**src/rtl/cam_ctrl_pkg.sv**
```systemverilog
// cam_ctrl_pkg: shared op codes, FSM states and sizing defaults for the CAM controller
package cam_ctrl_pkg;
    localparam int DEF_NB_MEM    = 16;
    localparam int DEF_SIZE_ADDR = 4;
    localparam int KEY_W         = 8;
    typedef enum logic [1:0] {
        OP_LOOKUP = 2'b00,
        OP_INSERT = 2'b01,
        OP_DELETE = 2'b10,
        OP_NOP    = 2'b11
    } op_t;
    typedef enum logic [2:0] {
        S_INIT,
        S_IDLE,
        S_SRCH,
        S_EVAL,
        S_WR,
        S_RESP
    } state_t;
endpackage

```
**src/rtl/cam_free_enc.sv**
```systemverilog
// cam_free_enc: lowest set bit of the free mask plus an any-free flag
module cam_free_enc
    import cam_ctrl_pkg::*;
#(
    parameter int NB_MEM    = DEF_NB_MEM,
    parameter int SIZE_ADDR = DEF_SIZE_ADDR
) (
    input  logic [NB_MEM-1:0]    free,
    output logic [SIZE_ADDR-1:0] idx,
    output logic                 any_free
);
    // scan from the top so the lowest free slot is the last one assigned
    always_comb begin
        idx = '0;
        for (int k = NB_MEM - 1; k >= 0; k--)
            if (free[k]) idx = SIZE_ADDR'(k);
    end
    assign any_free = |free;
endmodule

```
**src/rtl/cam_ctrl.sv**
```systemverilog
// cam_ctrl: command-side controller that issues CAM searches/writes and owns the slot valid bitmap
module cam_ctrl
    import cam_ctrl_pkg::*;
#(
    parameter int NB_MEM    = DEF_NB_MEM,
    parameter int SIZE_ADDR = DEF_SIZE_ADDR
) (
    input  logic                 clk,
    input  logic                 rst,
    input  logic                 cmd_valid,
    output logic                 cmd_ready,
    input  logic [1:0]           cmd_op,
    input  logic [KEY_W-1:0]     cmd_key,
    output logic                 resp_valid,
    input  logic                 resp_ready,
    output logic                 resp_hit,
    output logic                 resp_full,
    output logic [SIZE_ADDR-1:0] resp_index,
    output logic                 cam_enable,
    output logic                 cam_write,
    output logic [SIZE_ADDR:0]   cam_addr,
    output logic [KEY_W-1:0]     cam_data,
    input  logic [SIZE_ADDR:0]   cam_out,
    input  logic                 cam_found
);
    state_t                state;
    op_t                   op;
    logic [SIZE_ADDR:0]    cnt;
    logic [NB_MEM-1:0]     valid_map;
    logic [SIZE_ADDR-1:0]  ci;
    logic [SIZE_ADDR-1:0]  free_idx;
    logic                  any_free;
    logic                  hit_v;
    logic                  unused_top;

    // only the low index bits are meaningful; the CAM's top bit is ignored
    assign ci         = cam_out[SIZE_ADDR-1:0];
    assign unused_top = cam_out[SIZE_ADDR];
    assign hit_v      = cam_found & valid_map[ci];

    cam_free_enc #(.NB_MEM(NB_MEM), .SIZE_ADDR(SIZE_ADDR)) u_free (
        .free     (~valid_map),
        .idx      (free_idx),
        .any_free (any_free)
    );

    // INIT seeds slot k with value k so CAM contents stay pairwise distinct; then serve one command at a time
    always_ff @(posedge clk) begin
        if (rst) begin
            state      <= S_INIT;
            op         <= OP_NOP;
            cnt        <= '0;
            valid_map  <= '0;
            cmd_ready  <= 1'b0;
            resp_valid <= 1'b0;
            resp_hit   <= 1'b0;
            resp_full  <= 1'b0;
            resp_index <= '0;
            cam_enable <= 1'b0;
            cam_write  <= 1'b0;
            cam_addr   <= '0;
            cam_data   <= '0;
        end else begin
            case (state)
                S_INIT: begin
                    if (cnt == (SIZE_ADDR+1)'(NB_MEM)) begin
                        state     <= S_IDLE;
                        cam_write <= 1'b0;
                        cmd_ready <= 1'b1;
                    end else begin
                        cam_write <= 1'b1;
                        cam_addr  <= {1'b0, cnt[SIZE_ADDR-1:0]};
                        cam_data  <= KEY_W'(cnt[SIZE_ADDR-1:0]);
                        cnt       <= cnt + 1'b1;
                    end
                end
                S_IDLE: begin
                    if (cmd_valid) begin
                        cmd_ready  <= 1'b0;
                        op         <= op_t'(cmd_op);
                        resp_hit   <= 1'b0;
                        resp_full  <= 1'b0;
                        resp_index <= '0;
                        if (op_t'(cmd_op) == OP_NOP) begin
                            state      <= S_RESP;
                            resp_valid <= 1'b1;
                        end else begin
                            state      <= S_SRCH;
                            cam_enable <= 1'b1;
                            cam_data   <= cmd_key;
                        end
                    end
                end
                S_SRCH: begin
                    cam_enable <= 1'b0;
                    state      <= S_EVAL;
                end
                S_EVAL: begin
                    state      <= S_RESP;
                    resp_valid <= 1'b1;
                    if (op == OP_INSERT && !cam_found && any_free) begin
                        state      <= S_WR;
                        resp_valid <= 1'b0;
                        cam_write  <= 1'b1;
                        cam_addr   <= {1'b0, free_idx};
                        resp_index <= free_idx;
                    end else if (op == OP_INSERT) begin
                        resp_hit   <= hit_v;
                        resp_full  <= !cam_found;
                        resp_index <= cam_found ? ci : '0;
                        if (cam_found) valid_map[ci] <= 1'b1;
                    end else begin
                        resp_hit   <= hit_v;
                        resp_index <= hit_v ? ci : '0;
                        if (op == OP_DELETE && hit_v) valid_map[ci] <= 1'b0;
                    end
                end
                S_WR: begin
                    cam_write             <= 1'b0;
                    valid_map[resp_index] <= 1'b1;
                    state                 <= S_RESP;
                    resp_valid            <= 1'b1;
                end
                S_RESP: begin
                    if (resp_ready) begin
                        resp_valid <= 1'b0;
                        cmd_ready  <= 1'b1;
                        state      <= S_IDLE;
                    end
                end
                default: state <= S_INIT;
            endcase
        end
    end
endmodule

```
**config.mk**
```make
export PLATFORM = sky130hd
export DESIGN_NAME = cam_ctrl
export DESIGN_NICKNAME = d
export VERILOG_FILES = /design/src/rtl/cam_ctrl_pkg.sv /design/src/rtl/cam_free_enc.sv /design/src/rtl/cam_ctrl.sv
export SDC_FILE = /design/constraint.sdc
export NUM_CORES = 1
export LEC_CHECK = 0
export CAP_MARGIN = 30
export CORE_MARGIN = 1.5
export CORE_UTILIZATION = 35
export CTS_CLUSTER_SIZE = 40
export DETAILED_ROUTE_END_ITERATION = 16
export SYNTH_ARGS = -nofsm -noshare
export SYNTH_HDL_FRONTEND = slang
export SYNTH_SLANG_ARGS = --single-unit
```
**constraint.sdc**
```tcl
create_clock -name clk -period 2.1 [get_ports clk]
set_input_delay 0.315 -clock clk [delete_from_list [all_inputs] [get_ports clk]]
set_output_delay 0.315 -clock clk [all_outputs]
set_load 0.005 [all_outputs]
```
### Yosys cells after proc, flatten, opt, wreduce, memory -nomap -nowiden

Index checks and enable logic that the tools add are counted.

* register bits: 49
* bits of input ports: 20
* output and inout port bits: 23
* word-level logic and storage cells: 140

* $add $sub $neg: 1
* order comparisons: 4
* equal/unequal tests: 20
* multiplexer cells: 66
* bitwise gates (word level): 7
* reduce and logical (&&, ||, !) cells: 29

Operators with widths (number)
* 4-bit 2-to-1 mux: 21
* 16-bit 2-to-1 mux: 4
* 16-bit NOT: 2
* 16-bit bitwise OR: 2
* 16-bit one-hot mux with 2 select lines: 1
* 8-bit 2-to-1 mux: 3
* 4-bit AND reduction: 5
* 1-bit 2-to-1 mux: 18
* 2-bit != test, second input constant: 9
* 3-bit one-hot mux with 6 select lines: 1
* 16-bit AND: 1
* 8-bit one-hot mux with 2 select lines: 1
* 16-bit OR reduction: 1
* 3-bit 2-to-1 mux: 4
* 3-bit AND reduction: 4
* 4-bit by 5-bit < comparator with 1-bit output, second input constant: 2
* 5-bit 2-to-1 mux: 2
* 5-bit one-hot mux with 2 select lines: 1
* 2-bit nonzero test: 5
* 1-bit demux with 4-bit select: 2
* 4-bit by 1-bit greater-or-equal comparator with 1-bit output, second input constant: 2
* 4-bit one-hot mux with 2 select lines: 1
* 2-bit AND reduction: 4
* 3-bit by 2-bit == test with 1-bit output, second input constant: 2
* other kinds (18): 29

### Longest topological paths before layout

Gate-level depths: netlist (run 1).

* depth in word-level cells: 19
* mapped depth: 9

### Modules after synthesis

Synthesis (run 1) repeated with hierarchy kept, for this count alone.

* cells, all modules: 415
* area total of the unflattened synthesis: 3254.4 um^2

By module, submodules not included
* cam_ctrl: times used 1, cells each 381, area an instance 3078.0 um^2
* cam_free_enc: times used 1, cells each 34, area an instance 176.4 um^2

### Worst setup path before layout (run 1)

OpenSTA, ideal clock, no wires.

* path kind: flip-flop to flip-flop
* from: reg cnt[0]
* to: reg cam_data[0]
* library setup time: 0.091 ns
* data arrival time: 1.863 ns
* required time: 2.009 ns
* setup slack: 0.146 ns
* cell stages (with the launch flop): 10
* clock period less this slack: 1.954 ns
* cells stage by stage: dfxtp_1 > inv_1 > ha_1 > nor4bb_1 > or4_1 > clkbuf_1 > nand2b_1 > clkbuf_1 > nor2_1 > a311oi_1

* word-level cells in the longest chain between the ends: 3
* elaborated cells between the ends (all ways): 5
* those cells by class: eq/ne (2); mux (2); reduce/logical (1)

RTL lines
* from (decl): line cam_ctrl.sv:28 `logic [SIZE_ADDR:0] cnt;`
* from (signal assigned): line cam_ctrl.sv:74 `cnt <= cnt + 1'b1;`
* 5-bit == test: line cam_ctrl.sv:66 `if (cnt == (SIZE_ADDR+1)'(NB_MEM)) begin`
* 2-bit != test (no line)
* 4-bit AND reduction (no line)
* to (signal assigned): line cam_ctrl.sv:73 `cam_data <= KEY_W'(cnt[SIZE_ADDR-1:0]);`
* to (signal assigned): line cam_ctrl.sv:90 `cam_data <= cmd_key;`
* to (decl): line cam_ctrl.sv:22 `output logic [KEY_W-1:0] cam_data,`

Several ways; a longest one is shown, not always the timed one. The select of a mux whose other input is x is not followed.
A chain may end at the register's enable or synchronous reset.

==> results.json, run 1 <==
{
  "status": "complete, no violations",
  "syn-cell-area_um2": 3250,
  "syn_area_per_cell_um2": 8.15,
  "dp_hpwl_um": 8180,
  "startpoint": "cam_out[0]",
  "dpl.cell_count": 581,
  "cts_buffers": 5,
  "rows": 34,
  "tns_ns": 0,
  "clockRootBuffer": "clkbuf_8",
  "syn_to_final_growth_pct": 30.6,
  "cap_violations": 0,
  "ys_warn_count": 0,
  "diodes": 0,
  "max_freq_mhz": 498,
  "antenna_found_initial": 0,
  "cts.sinks": 48,
  "setup_viol": 0,
  "grt_pass1_vias": 3551,
  "die_area_um2": 9880,
  "synth.distinct_cells": 65,
  "core_area_um2": 8850,
  "synth_top_cell_by_area": "dfxtp_1",
  "h-tree-depth": 2,
  "min_from": "resp_hit",
  "firstDrtPassIters": 5,
  "synthArstFlopShare_pct": 0,
  "start_kind": "input pin",
  "via_per_inst": 6.04,
  "crit_arrival_ns": 2.23,
  "ir_worst_vdd_uv": 395,
  "drtAntennaViolNets": 0,
  "rsz0062_at_grt": "no",
  "postSynthRegisterBits": 48,
  "synth_edf_count": 0,
  "drive_gt1_share_pct": 20.8,
  "setup_ws_ns": 0.0909,
  "worstPathMaxFanout": 13,
  "port_buffers": 40,
  "num_vias": 3555,
  "grt_overflow": 0,
  "timing.critical_path.required_ns": 2.32,
  "worstHoldPathCells": 2,
  "min_period_ns": 2.01,
  "crit_type": "input pin to register",
  "syn_nets": 421,
  "p_leak_nw": 1.56,
  "relSlewSlack_pct": 56.1,
  "die_h_um": 99.4,
  "critical_path.cell_chain": "clkdlybuf4s15_1, mux4_1, mux2i_2, mux2_4, nor4b_4, buf_6, o311ai_1",
  "ctsHoldBuffers": 0,
  "initial_core_util_pct": 36.8,
  "synth_top_area_share_pct": 29.5,
  "totalWireLength_um": 10900,
  "endpoint_kind": "register",
  "rr_worst_depth": 7,
  "grt_use_total_pct": 22.5,
  "drc": 0,
  "p_total_mw": 2.67,
  "syn_inst": 399,
  "hold_class": "register to register",
  "grt_max_degree": 28,
  "p_per_area_nw_per_um2": 627,
  "ios": 43,
  "slowest_stage": "mux4_1",
  "wl_per_cell_um": 18.6,
  "synth.area.top_cells": "dfxtp_1, nand2_1, a21oi_1",
  "first_iter_violations": 263,
  "fin_util_pct": 48.0,
  "grt_pass1_wl_um": 17700,
  "final_nets": 503,
  "final_max_slew_viol_count": 0,
  "skew_ns": 0.0119,
  "worst_slew_pin_slew_ns": 0.658,
  "cts_tree": "yes",
  "dp_slack_ns": -0.522,
  "synth_flop_cell": "dfxtp_1",
  "layoutNonFillerInstCount": 589,
  "seq_area_frac_synth_pct": 29.5,
  "finalCritPeriodShare_pct": 95.7,
  "gp_congestion": 0.949,
  "die_w_um": 99.4,
  "hold_viol": 0,
  "slowest_delay_ns": 0.61,
  "path_clk_slew_ns": 0.10,
  "clk_latency_ns": 0.31,
  "clk_path_buf_depth": 2
}
## worst max-delay path, delay by kind of cell
kind | cells | cell delay [ns]
AO/OA/AOI/OAI | 1 | 0.29
buffers and inverters | 2 | 0.49
multiplexers | 3 | 1.08
AND/OR/NAND/NOR | 1 | 0.05
## cells in the mapped netlist, types with 9 or more instances
cell,count
a211oi_1,9
or2_2,10
o32ai_1,11
inv_1,10
nand2b_1,10
nand2_1,42
nand3_1,11
or4_1,13
nor2_1,36
a21oi_1,31
dfxtp_1,48
o21ai_0,14
clkbuf_1,21
nor2b_1,11
## layout by cell type, fill, tap and decap left out, types with 13 or more instances in the layout
master / count
a21oi_1: 30
buf_4: 62
dfxtp_1: 48
clkdlybuf4s50_1: 38
nor2_1: 36
o21ai_0: 13
nand2_1: 42
or4_1: 13
## through the flow
step / hold WS, ns / cell area (µm²)
2_1_floorplan: 0.448 / 3250
3_3_place_gp: 0.464 / 4130
3_5_place_dp: 0.465 / 4140
4_1_cts: 0.484 / 4230
5_1_grt: 0.507 / 4250
6_report: 0.476 / 4250
## path summary, 6_finish.rpt
| kind | to | slack, ns |
|---|---|---|
| setup / recovery | register | 0.09 |
| hold / removal | resp_hit | 0.48 |
| setup reg to reg | resp_index[0] | 0.11 |
| hold reg to reg | resp_hit | 0.48 |
## routing by layer
| layer | vias to the layer above | wire length [µm] | global-route usage, % |
|---|---|---|---|
| met2 | 151 | 5060 | 37.6 |
| met1 | 1678 | 4660 | 28.5 |
| met4 | 0 | 456 | 10.3 |
| met3 | 38 | 752 | 3.16 |
| met5 | - | 0 | 3.08 |
| li1 | 1688 | - | - |
## cells by family (layout without fill, tap and decap cells)
family / Yosys count / in the layout / share of synthesized area, %
simple gates: 169 / 169 / 27.8
compound gates: 124 / 124 / 29.5
flops: 48 / 48 / 29.5
buf+inv: 40 / 122 / 5.46
mux: 11 / 11 / 5.65
xor+xnor: 4 / 4 / 1.08
fa+ha+maj: 2 / 2 / 0.769
other cells: 1 / 1 / 0.115
## final cells by class
type	instances	area (µm²)
flip-flops and latches	48	961
clock inverters	2	12.5
fillers	878	4600
repair buffers	104	900
multi-input cells	311	2130
inverters	11	41.3
well taps	108	135
clock buffers	5	68.8
## where the power goes
part	internal (mW)	leakage, nW	total (mW)	switching [mW]
clock	0.227	0.0400	0.567	0.341
combinational	0.483	1.13	0.966	0.484
sequential	1.03	0.390	1.13	0.0992
total	1.74	1.56	2.67	0.923
## what timing repair did
action / in CTS / in global routing
setup endpoints to repair: 18 / 3
gates resized for setup: 2 / 4
buffers inserted: 1 / 0
pin swaps: 1 / 0
Power figures use the tool's default switching activity.
==> inputs of run 2 (changes only) <==
--- a/config.mk
+++ b/config.mk
@@ -8,3 +8,2 @@
 export CAP_MARGIN = 30
-export CORE_MARGIN = 1.5
 export CORE_UTILIZATION = 35
==> constraint.sdc (replaced) <==
create_clock -name clk -period 2.5 [get_ports clk]
set_input_delay 0.375 -clock clk [delete_from_list [all_inputs] [get_ports clk]]
set_output_delay 0.375 -clock clk [all_outputs]
set_load 0.1 [all_outputs]
==> results.json, run 2 (synthesized netlist as in run 1, its figures left out) <==
{
  "clk_latency_ns": 0.32,
  "cts_buffers": 5,
  "antenna_found_initial": 0,
  "die_w_um": 98.4,
  "drc": 0,
  "endpoint_kind": "register",
  "p_comb_share_pct": 37.9,
  "p_per_area_nw_per_um2": 656,
  "worstPathMaxFanout": 14,
  "timing.critical_path.required_ns": 2.72,
  "max_freq_mhz": 423,
  "cts_setup_buffers": 0,
  "grt_pass1_vias": 3241,
  "worst_slew_pin_slew_ns": 0.692,
  "holdWs_ns": 0.489,
  "post_cts_resized": 0,
  "grt_pass1_wl_um": 16400,
  "dpl.cell_count": 551,
  "power_frac_clock_pct": 24.0,
  "drtAntennaViolNets": 0,
  "layout_common_cells": "buf_4, dfxtp_1, nand2_1",
  "drive_gt1_share_pct": 20.0,
  "wl_per_cell_um": 18.0,
  "rows": 34,
  "layoutNonFillerInstCount": 559,
  "cap_violations": 0,
  "initial_core_util_pct": 36.8,
  "die_h_um": 98.4,
  "core_area_um2": 8850,
  "status": "complete, no violations",
  "syn_to_final_growth_pct": 22.7,
  "via_per_inst": 6.02,
  "clockRootBuffer": "clkbuf_8",
  "cts_tree": "yes",
  "num_vias": 3367,
  "final_nets": 472,
  "min_period_ns": 2.36,
  "fin_util_pct": 45.1,
  "relSlewSlack_pct": 53.5,
  "hold_class": "register to register",
  "rsz0062_at_grt": "no",
  "setup_viol": 0,
  "critical_path.cell_chain": "clkdlybuf4s50_1, mux4_1, mux2i_1, mux2_4, nor4b_4, buf_12, o311ai_1",
  "diodes": 0,
  "h-tree-depth": 2,
  "firstDrtPassIters": 7,
  "finalCritPeriodShare_pct": 94.5,
  "slowest_delay_ns": 0.65,
  "ctsHoldBuffers": 0,
  "final_max_slew_viol_count": 0,
  "totalWireLength_um": 10000,
  "port_buffers": 40,
  "nFillCells": 883,
  "grt_max_degree": 31,
  "multi_input_area_um2": 2110,
  "die_area_um2": 9680,
  "crit_type": "input pin to register",
  "cts.sinks": 48,
  "first_iter_violations": 223,
  "grt_overflow": 0,
  "crit_arrival_ns": 2.58,
  "path_clk_slew_ns": 0.10,
  "skew_ns": 0.00803,
  "slowest_stage": "clkdlybuf4s50_1",
  "power.switching_mw": 1.10,
  "ir_worst_vdd_uv": 362,
  "seqPwrFrac_pct": 38.1,
  "netSwitchingFraction_pct": 42.1,
  "gp_congestion": 0.897,
  "final_common_cell": "buf_4",
  "clk_path_buf_depth": 2,
  "p_leak_nw": 1.45,
  "ios": 43,
  "seqCellArea_um2": 961,
  "hold_viol": 0,
  "tns_ns": 0,
  "p_total_mw": 2.62,
  "grt_use_total_pct": 21.4,
  "start_kind": "input pin",
  "dp_hpwl_um": 7440,
  "p_int_mw": 1.52
}
## run 2: final timing paths
check | startpoint | endpoint | slack, ns | cells past startpoint
worst max-delay path | cam_out[0] | register | 0.14 | 7
worst max register to register | cnt[0] | cam_data[3] | 0.38 | 7
worst min-delay path | resp_hit | resp_hit | 0.49 | 2
worst min register to register | resp_hit | resp_hit | 0.49 | 2
## run 2: per-layer routing
| layer | wire [µm] | share of wire, % | vias to the layer above | GRT usage [%] |
|---|---|---|---|---|
| li1 | - | - | 1619 | - |
| met1 | 4440 | 44 | 1598 | 27.8 |
| met2 | 4710 | 47 | 133 | 35.4 |
| met3 | 677 | 6.7 | 17 | 3.76 |
| met4 | 210 | 2.1 | 0 | 8.50 |
| met5 | 0 | 0 | - | 0 |
## run 2: power groups by stage
stage / Combinational [mW] / Clock, mW / Sequential [mW]
final: 0.993 / 0.627 / 0.997
after global routing: 1.06 / 0.678 / 1.01
after CTS: 0.996 / 0.644 / 0.995
after detailed placement: 0.993 / 0 / 1.01
after global placement: 0.982 / 0 / 1.01
after floorplan: 0.421 / 0 / 1.30
## run 2: layout make-up
cell class / instances / share of cell area [%]
multi-input combinational: 311 / 53.0
sequential: 48 / 24.1
timing repair buffer: 73 / 15.5
tap: 108 / 3.39
clock buffer: 6 / 2.07
inverter: 11 / 1.03
clock inverter: 2 / 0.972
## run 2: through the flow
step | instance area, µm² | worst slack [ns]
after detailed placement | 3870 | -0.214
after CTS | 3990 | 0.122
after global placement | 3870 | -0.109
after floorplan | 3250 | 0.291
after global routing | 3990 | 0.00177
final | 3990 | 0.137
## run 2: critical path: cells and delay by family
kind / cells / cell delay, ns
muxes: 3 / 1.06
and+or+nand+nor: 1 / 0.05
AOI/OAI and AO/OA: 1 / 0.28
buffers and inverters: 2 / 0.81
==> inputs of run 3 (changes only) <==
PLACE_DENSITY = 0.54   (was unset)
REMOVE_ABC_BUFFERS = 1   (was unset)
==> results.json, run 3 (synthesized netlist as in run 1, its figures left out) <==
{
  "status": "complete, no violations",
  "via_per_inst": 6.10,
  "hold_class": "register to register",
  "holdWs_ns": 0.486,
  "rsz0062_at_grt": "no",
  "critical_path.top_delay_family": "multiplexers",
  "timing.critical_path.required_ns": 2.74,
  "p_leak_nw": 1.42,
  "port_buffers": 40,
  "p_int_mw": 1.49,
  "diodes": 0,
  "grt_overflow": 0,
  "cts.sinks": 48,
  "drive_gt1_share_pct": 19.1,
  "first_iter_violations": 319,
  "initial_core_util_pct": 36.8,
  "num_vias": 3377,
  "grt_pass1_vias": 3120,
  "syn_to_final_growth_pct": 21.3,
  "finalCritPeriodShare_pct": 92.5,
  "crit_arrival_ns": 2.55,
  "layout_common_cells": "dfxtp_1, buf_4, nand2_1",
  "cts_setup_buffers": 0,
  "grt_max_degree": 49,
  "crit_type": "input pin to register",
  "ir_worst_vdd_uv": 337,
  "post_cts_resized": 0,
  "cts_buffers": 5,
  "worst_slew_pin_slew_ns": 0.988,
  "power.switching_mw": 1.13,
  "drtAntennaViolNets": 0,
  "power_frac_clock_pct": 23.9,
  "h-tree-depth": 2,
  "cts_tree": "yes",
  "totalWireLength_um": 10300,
  "gp_congestion": 0.864,
  "final_max_slew_viol_count": 0,
  "p_per_area_nw_per_um2": 663,
  "hold_viol": 0,
  "ctsHoldBuffers": 0,
  "netSwitchingFraction_pct": 43.3,
  "rows": 34,
  "core_area_um2": 8850,
  "clk_latency_ns": 0.33,
  "clockRootBuffer": "clkbuf_8",
  "min_period_ns": 2.31,
  "antenna_found_initial": 0,
  "endpoint_kind": "register",
  "wl_per_cell_um": 18.7,
  "relSlewSlack_pct": 34.1,
  "critical_path.cell_chain": "clkdlybuf4s50_1, buf_4, mux4_1, mux2i_2, mux2_4, nor4b_4, buf_12, o311ai_1",
  "slowest_delay_ns": 0.57,
  "dp_hpwl_um": 7230,
  "skew_ns": 0.0157,
  "cap_violations": 0,
  "slowest_stage": "mux4_1",
  "ios": 43,
  "die_h_um": 98.4,
  "max_freq_mhz": 432,
  "die_area_um2": 9680,
  "p_total_mw": 2.62,
  "drc": 0,
  "seqPwrFrac_pct": 38.2,
  "die_w_um": 98.4,
  "firstDrtPassIters": 7,
  "p_comb_share_pct": 37.9,
  "setup_viol": 0,
  "start_kind": "input pin",
  "path_clk_slew_ns": 0.12,
  "worstPathMaxFanout": 16,
  "final_nets": 467,
  "grt_pass1_wl_um": 16700,
  "grt_use_total_pct": 21.9,
  "clk_path_buf_depth": 2,
  "crit_buf_inv": 3
}
## run 3: cell types whose count changed in the layout (fill, tap and decap cells not counted)
cell | before | now
buf_4 | 53 | 48
clkinv_4 | 1 | 0
clkbuf_8 | 6 | 5
clkinvlp_4 | 0 | 1
inv_6 | 0 | 1
## run 3: per-layer routing
layer / wire length [µm] / vias to the layer above / track usage [%]
met3: 584 / 17 / 3.33
li1: - / 1605 / -
met1: 5070 / 1611 / 32.6
met2: 4490 / 144 / 32.2
met5: 0 / - / 0
met4: 199 / 0 / 7.23
## run 3: worst min-delay path, stage by stage, from the launching register on
cell and delay, ns:
dfxtp_1 0.33, nand3_1 0.06, a21oi_1 0.06
## run 3: worst paths after layout
kind	startpoint	endpoint	slack, ns	depth (start not counted)
worst min register to register	resp_hit	resp_hit	0.49	2
worst min-delay path	resp_hit	resp_hit	0.49	2
worst max register to register	register	resp_index[2]	0.36	5
worst max-delay path	cam_out[0]	register	0.19	8
## run 3: layout make-up
type                    instances  area [µm²]
flip-flops and latches         48         961
repair buffers                 68         581
clock buffers                   5        68.8
fillers                       898        4900
clock inverters                 3        46.3
inverters                      11        41.3
multi-input cells             311        2110
well taps                     108         135
## run 3: power by group through the flow
stage	registers (mW)	clock network, mW	logic (mW)
finish	1.00	0.627	0.991
global placement	1.01	0	0.978
floorplan	1.32	0	0.369
global route	1.02	0.671	1.06
detailed placement	1.01	0	0.987
CTS	0.997	0.631	0.990
## run 3: stage by stage
| stage | setup WS (ns) | utilization [%] | TNS [ns] | instance area, µm² | instances |
|---|---|---|---|---|---|
| final | 0.187 | 44.6 | 0 | 3950 | 554 |
| after global routing | 0.0710 | 44.6 | 0 | 3950 | 554 |
| after CTS | 0.199 | 44.6 | 0 | 3950 | 554 |
| after detailed placement | -0.117 | 43.3 | -1.66 | 3830 | 546 |
| after global placement | -0.0775 | 43.3 | -1.17 | 3830 | 546 |
| after floorplan | -0.589 | - | -7.48 | 3120 | 370 |
